**config.mk**
```make
export PLATFORM = sky130hd
export DESIGN_NAME = pong_match_ctrl_flat
export DESIGN_NICKNAME = d
export VERILOG_FILES = /design/src/rtl/pong_match_ctrl_if.sv /design/src/rtl/pong_match_ctrl.sv /design/src/flat_wrapper.sv
export SDC_FILE = /design/constraint.sdc
export NUM_CORES = 1
export LEC_CHECK = 0
export ABC_CLOCK_PERIOD_IN_PS = 3200
export BUFFER_PORTS_ARGS = -buffer_cell sky130_fd_sc_hd__buf_2
export CORE_MARGIN = 2
export CORE_UTILIZATION = 63
export DETAILED_ROUTE_END_ITERATION = 6
export PLACE_DENSITY_LB_ADDON = 0.15
export SLEW_MARGIN = 20
export SYNTH_ARGS = -nofsm -noshare
export SYNTH_HDL_FRONTEND = slang
export SYNTH_SLANG_ARGS = --single-unit
```
**constraint.sdc**
```tcl
create_clock -name clk -period 3.2 [get_ports clk]
set_input_delay 0.64 -clock clk [delete_from_list [all_inputs] [get_ports clk]]
set_output_delay 0.64 -clock clk [all_outputs]
set_load 0.05 [all_outputs]
```
**src/rtl/pong_match_ctrl_if.sv**
```systemverilog
// Match-control signal bundle between the Pong datapath/renderer and the match sequencer.
// slave = sequencer side, master = datapath/renderer side.
interface pong_match_ctrl_if #(
    parameter int SCORE_W = 6,
    parameter int TIMER_W = 10
);
    logic               frame_tick;
    logic               start_btn;
    logic               pause_btn;
    logic               point_l;
    logic               point_r;
    logic [1:0]         pw_req;
    logic [2:0]         state;
    logic               ball_run;
    logic               ball_reset;
    logic               serve_dir;
    logic [SCORE_W-1:0] lscore;
    logic [SCORE_W-1:0] rscore;
    logic [1:0]         winner;
    logic [1:0]         power_en;
    logic [TIMER_W-1:0] countdown;

    modport slave (
        input  frame_tick, start_btn, pause_btn, point_l, point_r, pw_req,
        output state, ball_run, ball_reset, serve_dir, lscore, rscore, winner,
               power_en, countdown
    );

    modport master (
        output frame_tick, start_btn, pause_btn, point_l, point_r, pw_req,
        input  state, ball_run, ball_reset, serve_dir, lscore, rscore, winner,
               power_en, countdown
    );
endinterface

```
**src/rtl/pong_match_ctrl.sv**
```systemverilog
// Pong match sequencer: game state, serve countdown, scores, winner and timed bar power-ups.
// All outputs registered; buttons and power-up requests act on rising edges only.
module pong_match_ctrl #(
    parameter int WIN_SCORE      = 11,
    parameter int SERVE_FRAMES   = 60,
    parameter int POWER_FRAMES   = 300,
    parameter int POWER_COOLDOWN = 600,
    parameter int SCORE_W        = 6,
    parameter int TIMER_W        = 10
) (
    input  logic                   clk,
    input  logic                   reset,
    pong_match_ctrl_if.slave       bus
);
    typedef enum logic [2:0] {
        S_IDLE  = 3'd0,
        S_SERVE = 3'd1,
        S_PLAY  = 3'd2,
        S_PAUSE = 3'd3,
        S_POINT = 3'd4,
        S_OVER  = 3'd5
    } state_e;

    typedef enum logic [1:0] {
        PW_READY  = 2'd0,
        PW_ACTIVE = 2'd1,
        PW_COOL   = 2'd2
    } pw_e;

    state_e             state_q, state_d;
    logic               start_prev_q, pause_prev_q;
    logic [1:0]         pw_prev_q;
    logic [SCORE_W-1:0] lscore_q, lscore_d, rscore_q, rscore_d;
    logic [1:0]         winner_q, winner_d;
    logic               serve_dir_q, serve_dir_d;
    logic               ball_reset_q, ball_reset_d;
    logic               ball_run_q;
    logic [TIMER_W-1:0] countdown_q, countdown_d;
    pw_e                pw_st_q [2];
    pw_e                pw_st_d [2];
    logic [TIMER_W-1:0] pw_tmr_q [2];
    logic [TIMER_W-1:0] pw_tmr_d [2];
    logic [1:0]         power_en_q, power_en_d;

    logic       start_rise, pause_rise, timer_run;
    logic [1:0] pw_rise;

    assign start_rise = bus.start_btn & ~start_prev_q;
    assign pause_rise = bus.pause_btn & ~pause_prev_q;
    assign pw_rise    = bus.pw_req & ~pw_prev_q;
    // Power-up timers only run while the ball is live or about to be served.
    assign timer_run  = bus.frame_tick & ((state_q == S_PLAY) | (state_q == S_SERVE));

    function automatic logic [SCORE_W-1:0] sat_inc(input logic [SCORE_W-1:0] v);
        return (&v) ? v : v + 1'b1;
    endfunction

    always_comb begin
        state_d      = state_q;
        lscore_d     = lscore_q;
        rscore_d     = rscore_q;
        winner_d     = winner_q;
        serve_dir_d  = serve_dir_q;
        ball_reset_d = 1'b0;
        countdown_d  = countdown_q;
        case (state_q)
            S_IDLE: begin
                lscore_d = '0;
                rscore_d = '0;
                if (start_rise) begin
                    state_d      = S_SERVE;
                    ball_reset_d = 1'b1;
                    serve_dir_d  = 1'b1;
                    countdown_d  = TIMER_W'(SERVE_FRAMES);
                end
            end
            S_SERVE: begin
                if (bus.frame_tick) begin
                    if (countdown_q != '0) countdown_d = countdown_q - 1'b1;
                    else                   state_d     = S_PLAY;
                end
            end
            S_PLAY: begin
                if (bus.point_l) lscore_d = sat_inc(lscore_q);
                if (bus.point_r) rscore_d = sat_inc(rscore_q);
                if (bus.point_l | bus.point_r) state_d = S_POINT;
                else if (pause_rise)           state_d = S_PAUSE;
            end
            S_PAUSE: begin
                if (pause_rise) state_d = S_PLAY;
            end
            S_POINT: begin
                if ((lscore_q >= SCORE_W'(WIN_SCORE)) || (rscore_q >= SCORE_W'(WIN_SCORE))) begin
                    state_d  = S_OVER;
                    winner_d = {rscore_q >= SCORE_W'(WIN_SCORE), lscore_q >= SCORE_W'(WIN_SCORE)};
                end else begin
                    state_d      = S_SERVE;
                    ball_reset_d = 1'b1;
                    serve_dir_d  = (rscore_q > lscore_q);
                    countdown_d  = TIMER_W'(SERVE_FRAMES);
                end
            end
            S_OVER: begin
                if (start_rise) begin
                    state_d      = S_SERVE;
                    lscore_d     = '0;
                    rscore_d     = '0;
                    winner_d     = 2'b00;
                    ball_reset_d = 1'b1;
                    serve_dir_d  = 1'b1;
                    countdown_d  = TIMER_W'(SERVE_FRAMES);
                end
            end
            default: state_d = S_IDLE;
        endcase
    end

    always_comb begin
        for (int i = 0; i < 2; i++) begin
            pw_st_d[i]  = pw_st_q[i];
            pw_tmr_d[i] = pw_tmr_q[i];
            case (pw_st_q[i])
                PW_READY: begin
                    if (pw_rise[i] && (state_q == S_PLAY)) begin
                        pw_st_d[i]  = PW_ACTIVE;
                        pw_tmr_d[i] = TIMER_W'(POWER_FRAMES);
                    end
                end
                PW_ACTIVE: begin
                    if (timer_run) begin
                        if (pw_tmr_q[i] != '0) begin
                            pw_tmr_d[i] = pw_tmr_q[i] - 1'b1;
                        end else begin
                            pw_st_d[i]  = PW_COOL;
                            pw_tmr_d[i] = TIMER_W'(POWER_COOLDOWN);
                        end
                    end
                end
                PW_COOL: begin
                    if (timer_run) begin
                        if (pw_tmr_q[i] != '0) pw_tmr_d[i] = pw_tmr_q[i] - 1'b1;
                        else                   pw_st_d[i]  = PW_READY;
                    end
                end
                default: pw_st_d[i] = PW_READY;
            endcase
            // Leaving the match (idle or game over) disarms everything.
            if ((state_d == S_IDLE) || (state_d == S_OVER)) begin
                pw_st_d[i]  = PW_READY;
                pw_tmr_d[i] = '0;
            end
            power_en_d[i] = (pw_st_d[i] == PW_ACTIVE);
        end
    end

    always_ff @(posedge clk) begin
        if (reset) begin
            state_q      <= S_IDLE;
            start_prev_q <= 1'b1;
            pause_prev_q <= 1'b1;
            pw_prev_q    <= 2'b11;
            lscore_q     <= '0;
            rscore_q     <= '0;
            winner_q     <= 2'b00;
            serve_dir_q  <= 1'b1;
            ball_reset_q <= 1'b0;
            ball_run_q   <= 1'b0;
            countdown_q  <= '0;
            power_en_q   <= 2'b00;
            for (int i = 0; i < 2; i++) begin
                pw_st_q[i]  <= PW_READY;
                pw_tmr_q[i] <= '0;
            end
        end else begin
            state_q      <= state_d;
            start_prev_q <= bus.start_btn;
            pause_prev_q <= bus.pause_btn;
            pw_prev_q    <= bus.pw_req;
            lscore_q     <= lscore_d;
            rscore_q     <= rscore_d;
            winner_q     <= winner_d;
            serve_dir_q  <= serve_dir_d;
            ball_reset_q <= ball_reset_d;
            ball_run_q   <= (state_q == S_PLAY);
            countdown_q  <= countdown_d;
            power_en_q   <= power_en_d;
            for (int i = 0; i < 2; i++) begin
                pw_st_q[i]  <= pw_st_d[i];
                pw_tmr_q[i] <= pw_tmr_d[i];
            end
        end
    end

    assign bus.state      = state_q;
    assign bus.ball_run   = ball_run_q;
    assign bus.ball_reset = ball_reset_q;
    assign bus.serve_dir  = serve_dir_q;
    assign bus.lscore     = lscore_q;
    assign bus.rscore     = rscore_q;
    assign bus.winner     = winner_q;
    assign bus.power_en   = power_en_q;
    assign bus.countdown  = countdown_q;
endmodule

```
**src/flat_wrapper.sv**
```systemverilog
// flat-port wrapper written by rule: the top's interface ports become plain ports
module pong_match_ctrl_flat 
#(
    parameter int WIN_SCORE      = 11,
    parameter int SERVE_FRAMES   = 60,
    parameter int POWER_FRAMES   = 300,
    parameter int POWER_COOLDOWN = 600,
    parameter int SCORE_W        = 6,
    parameter int TIMER_W        = 10
)
  (clk, reset, bus_frame_tick, bus_start_btn, bus_pause_btn, bus_point_l, bus_point_r, bus_pw_req, bus_state, bus_ball_run, bus_ball_reset, bus_serve_dir, bus_lscore, bus_rscore, bus_winner, bus_power_en, bus_countdown);
  pong_match_ctrl_if #(.SCORE_W(SCORE_W), .TIMER_W(TIMER_W)) bus_i ();
  input  logic clk;
  input  logic reset;
  input wire logic [$bits(bus_i.frame_tick)-1:0] bus_frame_tick;
  input wire logic [$bits(bus_i.start_btn)-1:0] bus_start_btn;
  input wire logic [$bits(bus_i.pause_btn)-1:0] bus_pause_btn;
  input wire logic [$bits(bus_i.point_l)-1:0] bus_point_l;
  input wire logic [$bits(bus_i.point_r)-1:0] bus_point_r;
  input wire logic [$bits(bus_i.pw_req)-1:0] bus_pw_req;
  output wire logic [$bits(bus_i.state)-1:0] bus_state;
  output wire logic [$bits(bus_i.ball_run)-1:0] bus_ball_run;
  output wire logic [$bits(bus_i.ball_reset)-1:0] bus_ball_reset;
  output wire logic [$bits(bus_i.serve_dir)-1:0] bus_serve_dir;
  output wire logic [$bits(bus_i.lscore)-1:0] bus_lscore;
  output wire logic [$bits(bus_i.rscore)-1:0] bus_rscore;
  output wire logic [$bits(bus_i.winner)-1:0] bus_winner;
  output wire logic [$bits(bus_i.power_en)-1:0] bus_power_en;
  output wire logic [$bits(bus_i.countdown)-1:0] bus_countdown;
  assign bus_i.frame_tick = bus_frame_tick;
  assign bus_i.start_btn = bus_start_btn;
  assign bus_i.pause_btn = bus_pause_btn;
  assign bus_i.point_l = bus_point_l;
  assign bus_i.point_r = bus_point_r;
  assign bus_i.pw_req = bus_pw_req;
  assign bus_state = bus_i.state;
  assign bus_ball_run = bus_i.ball_run;
  assign bus_ball_reset = bus_i.ball_reset;
  assign bus_serve_dir = bus_i.serve_dir;
  assign bus_lscore = bus_i.lscore;
  assign bus_rscore = bus_i.rscore;
  assign bus_winner = bus_i.winner;
  assign bus_power_en = bus_i.power_en;
  assign bus_countdown = bus_i.countdown;
  pong_match_ctrl #(.WIN_SCORE(WIN_SCORE), .SERVE_FRAMES(SERVE_FRAMES), .POWER_FRAMES(POWER_FRAMES), .POWER_COOLDOWN(POWER_COOLDOWN), .SCORE_W(SCORE_W), .TIMER_W(TIMER_W)) u_core (.clk(clk), .reset(reset), .bus(bus_i));
endmodule
```
==> Word-level counts from Yosys, hierarchy flattened <==
Memories as Yosys holds them, arrays and structs flattened.
Index checks and enable logic that the tools add are counted.
{ "word_totals": {"reg_bits": 36, "ram_bits": 24, "memories": 2} }
{ "memory_table": {"columns": ["name", "words", "word_bits", "rd", "rd_clocked_by_memory_dff", "write_ports", "line", "source"], "rows": [
  ["u_core.pw_tmr_q", 2, 10, 2, 0, 2, "pong_match_ctrl.sv:41", "logic [TIMER_W-1:0] pw_tmr_q [2];"],
  ["u_core.pw_st_q", 2, 2, 2, 0, 2, "pong_match_ctrl.sv:39", "pw_e pw_st_q [2];"]
]} }
{ "op_classes": {"add_sub_neg": 5, "n_lt_le_gt_ge": 3, "n_eq_ne": 22, "muxes": 64, "bitwise": 13, "reduce_logical": 23} }
{ "op_table": {"columns": ["cell", "n"], "rows": [
  ["2-to-1 mux 10 bit", 18],
  ["case mux 10 bit (3 select lines)", 3],
  ["case mux 6 bit (3 select lines)", 2],
  ["2-to-1 mux 2 bit", 16],
  ["2-to-1 mux 6 bit", 5],
  ["nonzero test 10 bit", 3],
  ["subtractor 10 x 1 -> 10 bit (second input constant)", 3],
  ["2-to-1 mux 3 bit", 7],
  ["case mux 3 bit (5 select lines)", 1],
  ["inequality test 2 bit (second input constant)", 7],
  ["adder 6 x 1 -> 6 bit (second input constant)", 2],
  ["greater-or-equal comparator 6 x 4 -> 1 bit (second input constant)", 2],
  ["case mux 2 bit (3 select lines)", 2],
  ["AND reduction 6 bit", 2],
  ["== test 3 bit (second input constant)", 3],
  ["== test 2 x 1 -> 1 bit (second input constant)", 4],
  ["AND reduction 4 bit", 2],
  ["2-to-1 mux 1 bit", 7],
  ["== test 3 x 2 -> 1 bit (second input constant)", 2],
  ["greater-than comparator 6 bit", 1],
  ["logical NOT 3 bit", 2],
  ["inequality test 2 x 1 -> 1 bit (second input constant)", 3],
  ["OR 1 bit", 6],
  ["AND reduction 3 bit", 2],
  ["other kinds (15)", 25]
]} }

==> Logic depth before layout (Yosys ltp) <==
{ "depth": {"word_depth": 9, "depth_mapped": 9, "mapped_depth_nobuf": 7} }

==> Worst setup path after synthesis <==
OpenSTA, ideal clock, no wires.
{ "synth_timing": {"path_kind": "register to register", "start": "register, netlist name u_core.bus.countdown[0]", "end": "register u_core.serve_dir_q, in the netlist u_core.bus.serve_dir", "setup_ns": 0.122, "t_arrival_ns": 2.335, "required_ns": 3.078, "setup_slack_ns": 0.743, "stages_incl_launch_ff": 8, "n_path_buf": 0, "period_less_slack_ns": 2.457, "path_cell_list": "dfxtp_1 > inv_1 > ha_1 > nor3b_1 > a31o_2 > a2111oi_4 > o21ai_0 > o32a_1"} }
{ "synth_lines": {"columns": ["element", "line", "source"], "rows": [
  ["to (signal assigned)", "pong_match_ctrl.sv:182", "serve_dir_q <= serve_dir_d;"],
  ["to (decl)", "pong_match_ctrl.sv:35", "logic serve_dir_q, serve_dir_d;"]
]} }

==> results.cfg <==
[synth]
postSynthAreaPerCell_sq_um = 8.021
ys_ff_latch = 60
ys_warn_count = 0
yosys-top-cells-area = dfxtp_1 (33%), ha_1 (7.2%), a21oi_1 (6.3%)
ys_types = 61
syn_area_sq_mm = 0.003674
synth_top_cell_area_share_pct = 32.70
synthArstFlopShare_pct = 0
yosysSeqAreaShare_pct = 32.70
synth_fp_nets = 488
synth_edf_count = 0
synthCells = 458
synth_top_cell_by_area = dfxtp_1
ys.flop_type = dfxtp_1

[min_path]
hp-class = flop to flop

[timing]
setup_tns_ns = 0
fmax_ghz = 0.3732
max_slew_margin_pct = 33.18
fin_crit_sh_pct = 83.74
rsz0062_at_grt = no
setup_viol = 0
finalCriticalPeriod_ns = 2.680
hold_viol = 0
whs_ns = 0.4971
slew_viol_final = 0
fin_skew_ns = 0.007612
worst_pin_slew_ns = 0.9976

[drt]
dr_total_vias = 3623
wire_per_inst_um = 15.72
via_per_inst = 6.323
drc = 0
wl_um = 9009
first_pass_iters = 5
drtIter0Drc = 211
antenna_left = 0

[global_routing]
grt_max_degree = 24
grt_pass1_vias = 3297
gr-usage-all-layers_pct = 29.30
overflow = 0
grt_pass1_wl_um = 15010
grt_antenna_before_repair = 0

[cells_and_area]
fill_cells = 430
layout_commonest_cell = dfxtp_1
final_util_pct = 74.77
area_delta_synth_final_pct = 13.45
final_cell_mix = dfxtp_1 (60), a21oi_1 (46), nor2_1 (46)
drive_gt1_share_pct = 15.17
multi_input_area_sq_mm = 0.002280
antenna_cells = 0
regArea_sq_mm = 0.001201
fin_nets = 526

[outcome]
outcome = finished, final reports clean

[setup_path]
worstSetupPathDepth = 8
crit_family = compound AO/OA/AOI/OAI gates
endpoint = u_core.pw_tmr_q[0][10]
critPathMaxFanout = 21
path_class = flop to flop
path_cells = inv_1 -> ha_1 -> nor3b_1 -> nand4_1 -> a221oi_1 -> o22a_1 -> buf_4 -> a21oi_1
reg2reg_depth = 8
max_stage_delay_ns = 0.72
r2r-end = u_core.pw_tmr_q[0][10]
start_kind = flop
startpoint = u_core.bus.countdown[0]
critical_path_required_ns = 3.43
crit_arrival_ns = 2.91
crit_buf_inv = 2
setup.worst_path.end_class = flop
reg2reg_from = u_core.bus.countdown[0]
r2r_setup_slack_ns = 0.52
crit_slowest_cell = o22a_1

[clocking]
numCtsBuffers = 9
clock_latency_ns = 0.34
cts.htree.levels = 3
clock_path_buffers = 2
cts.sinks = 60
cts-resized-gates = 0
cts.reportedPaths.clkPinSlew_ns = 0.07
cts_setup_buffers = 0
holdBufCountCts = 0
cts_tree = yes
cts_root_buf = clkbuf_8

[pwr]
power_w = 0.001857
max-vdd-ir-drop_mv = 0.3623
p_leak_nw = 1.564
power.density_mw_per_mm2 = 445.6

[floorplanning]
coreArea_sq_mm = 0.005574
placementRows = 27
pin_count = 41
start_util_pct = 65.90
die_area_sq_mm = 0.006458
die_x_um = 80.36
fp.dieH_um = 80.36

[placement]
place_congestion = 0.8910
io_buffers = 40
dp_hpwl_um = 6341

[run]
drv_cap = 0
-- worst min-delay path, cell delays in order (launching register included) --
cell	delay, ns
dfxtp_1	0.34
nand2_1	0.06
a21oi_1	0.05
-- worst min path at each step --
stage          slack (ns)                    end  depth (start not counted)                  start
6_report             0.50  u_core.pw_tmr_q[0][1]                          2  u_core.pw_tmr_q[0][1]
5_1_grt              0.51    u_core.pw_prev_q[0]                          2          bus_pw_req[0]
4_1_cts              0.50  u_core.pw_tmr_q[0][1]                          2  u_core.pw_tmr_q[0][1]
3_5_place_dp         0.48  u_core.pw_tmr_q[0][1]                          2  u_core.pw_tmr_q[0][1]
3_3_place_gp         0.48  u_core.pw_tmr_q[0][1]                          2  u_core.pw_tmr_q[0][1]
2_1_floorplan        0.45  u_core.pw_tmr_q[0][1]                          2  u_core.pw_tmr_q[0][1]
-- registers in the layout, summed over array words and instances (netlist names) --
signal / flops
u_core.pw_prev_q: 2
u_core.bus.rscore: 6
u_core.start_prev_q: 1
u_core.bus.ball_run: 1
u_core.bus.lscore: 6
u_core.bus.ball_reset: 1
u_core.pw_st_q: 4
u_core.bus.serve_dir: 1
u_core.bus.state: 3
u_core.bus.power_en: 2
u_core.bus.countdown: 10
u_core.bus.winner: 2
u_core.pause_prev_q: 1
u_core.pw_tmr_q: 20
-- through the flow --
step	cells	area [sq um]	setup slack, ns
floorplan	458	3674	0.7434
global placement	557	3918	0.5589
detailed placement	557	3918	0.5069
CTS	573	4168	0.5370
global route	573	4168	0.3204
finish	573	4168	0.5202
-- cells in the mapped netlist, types with 3 or more instances --
| library cell | number |
|---|---|
| a21o_1 | 9 |
| a2bb2oi_1 | 4 |
| nand3_1 | 8 |
| nor3_1 | 13 |
| ha_1 | 21 |
| or3_1 | 8 |
| inv_1 | 29 |
| nand4_1 | 5 |
| a311oi_1 | 5 |
| dfxtp_1 | 60 |
| or4_1 | 9 |
| clkbuf_1 | 8 |
| o21ai_0 | 27 |
| a31oi_1 | 8 |
| a2111oi_0 | 4 |
| xnor2_1 | 7 |
| and2_1 | 3 |
| a21oi_1 | 46 |
| a211oi_1 | 4 |
| nor2b_1 | 6 |
| nor4_1 | 10 |
| o22ai_1 | 3 |
| or2_2 | 6 |
| o21bai_1 | 5 |
| buf_2 | 7 |
| nand2_1 | 26 |
| nand2b_1 | 12 |
| nor2_1 | 46 |
| nor3b_1 | 6 |
| o31ai_1 | 6 |
-- layer usage --
metal  vias to the layer above  track usage, %  share of wire, %
met2                       128           48.33                49
met1                      1700           36.59                44
met4                         0           13.56               1.6
li1                       1782               -                 -
met3                        13           5.955               4.9
met5                         -               0                 0
-- report_power, final --
| group | switching (W) | internal (W) |
|---|---|---|
| Sequential | 0.0000217 | 0.000762 |
| Clock | 0.000302 | 0.000559 |
| Combinational | 0.000142 | 0.0000698 |
-- cells by family after synthesis --
kind of cell	after synthesis	synth area share, %
flip-flops	60	32.70
buffers and inverters	47	5.245
adder cells (fa/ha/maj)	21	7.153
AND/OR/NAND/NOR	173	25.72
XOR/XNOR	7	1.669
AO/OA/AOI/OAI	148	26.98
multiplexers	2	0.5450
-- final cells by class --
type,instances,share of cell area (%)
multi-input cells,351,54.70
flip-flops and latches,60,28.82
repair buffers,45,5.704
clock buffers,12,3.723
inverters,29,2.612
clock inverters,4,2.282
well taps,72,2.162
Note: power is estimated with default switching activity, not from simulation.
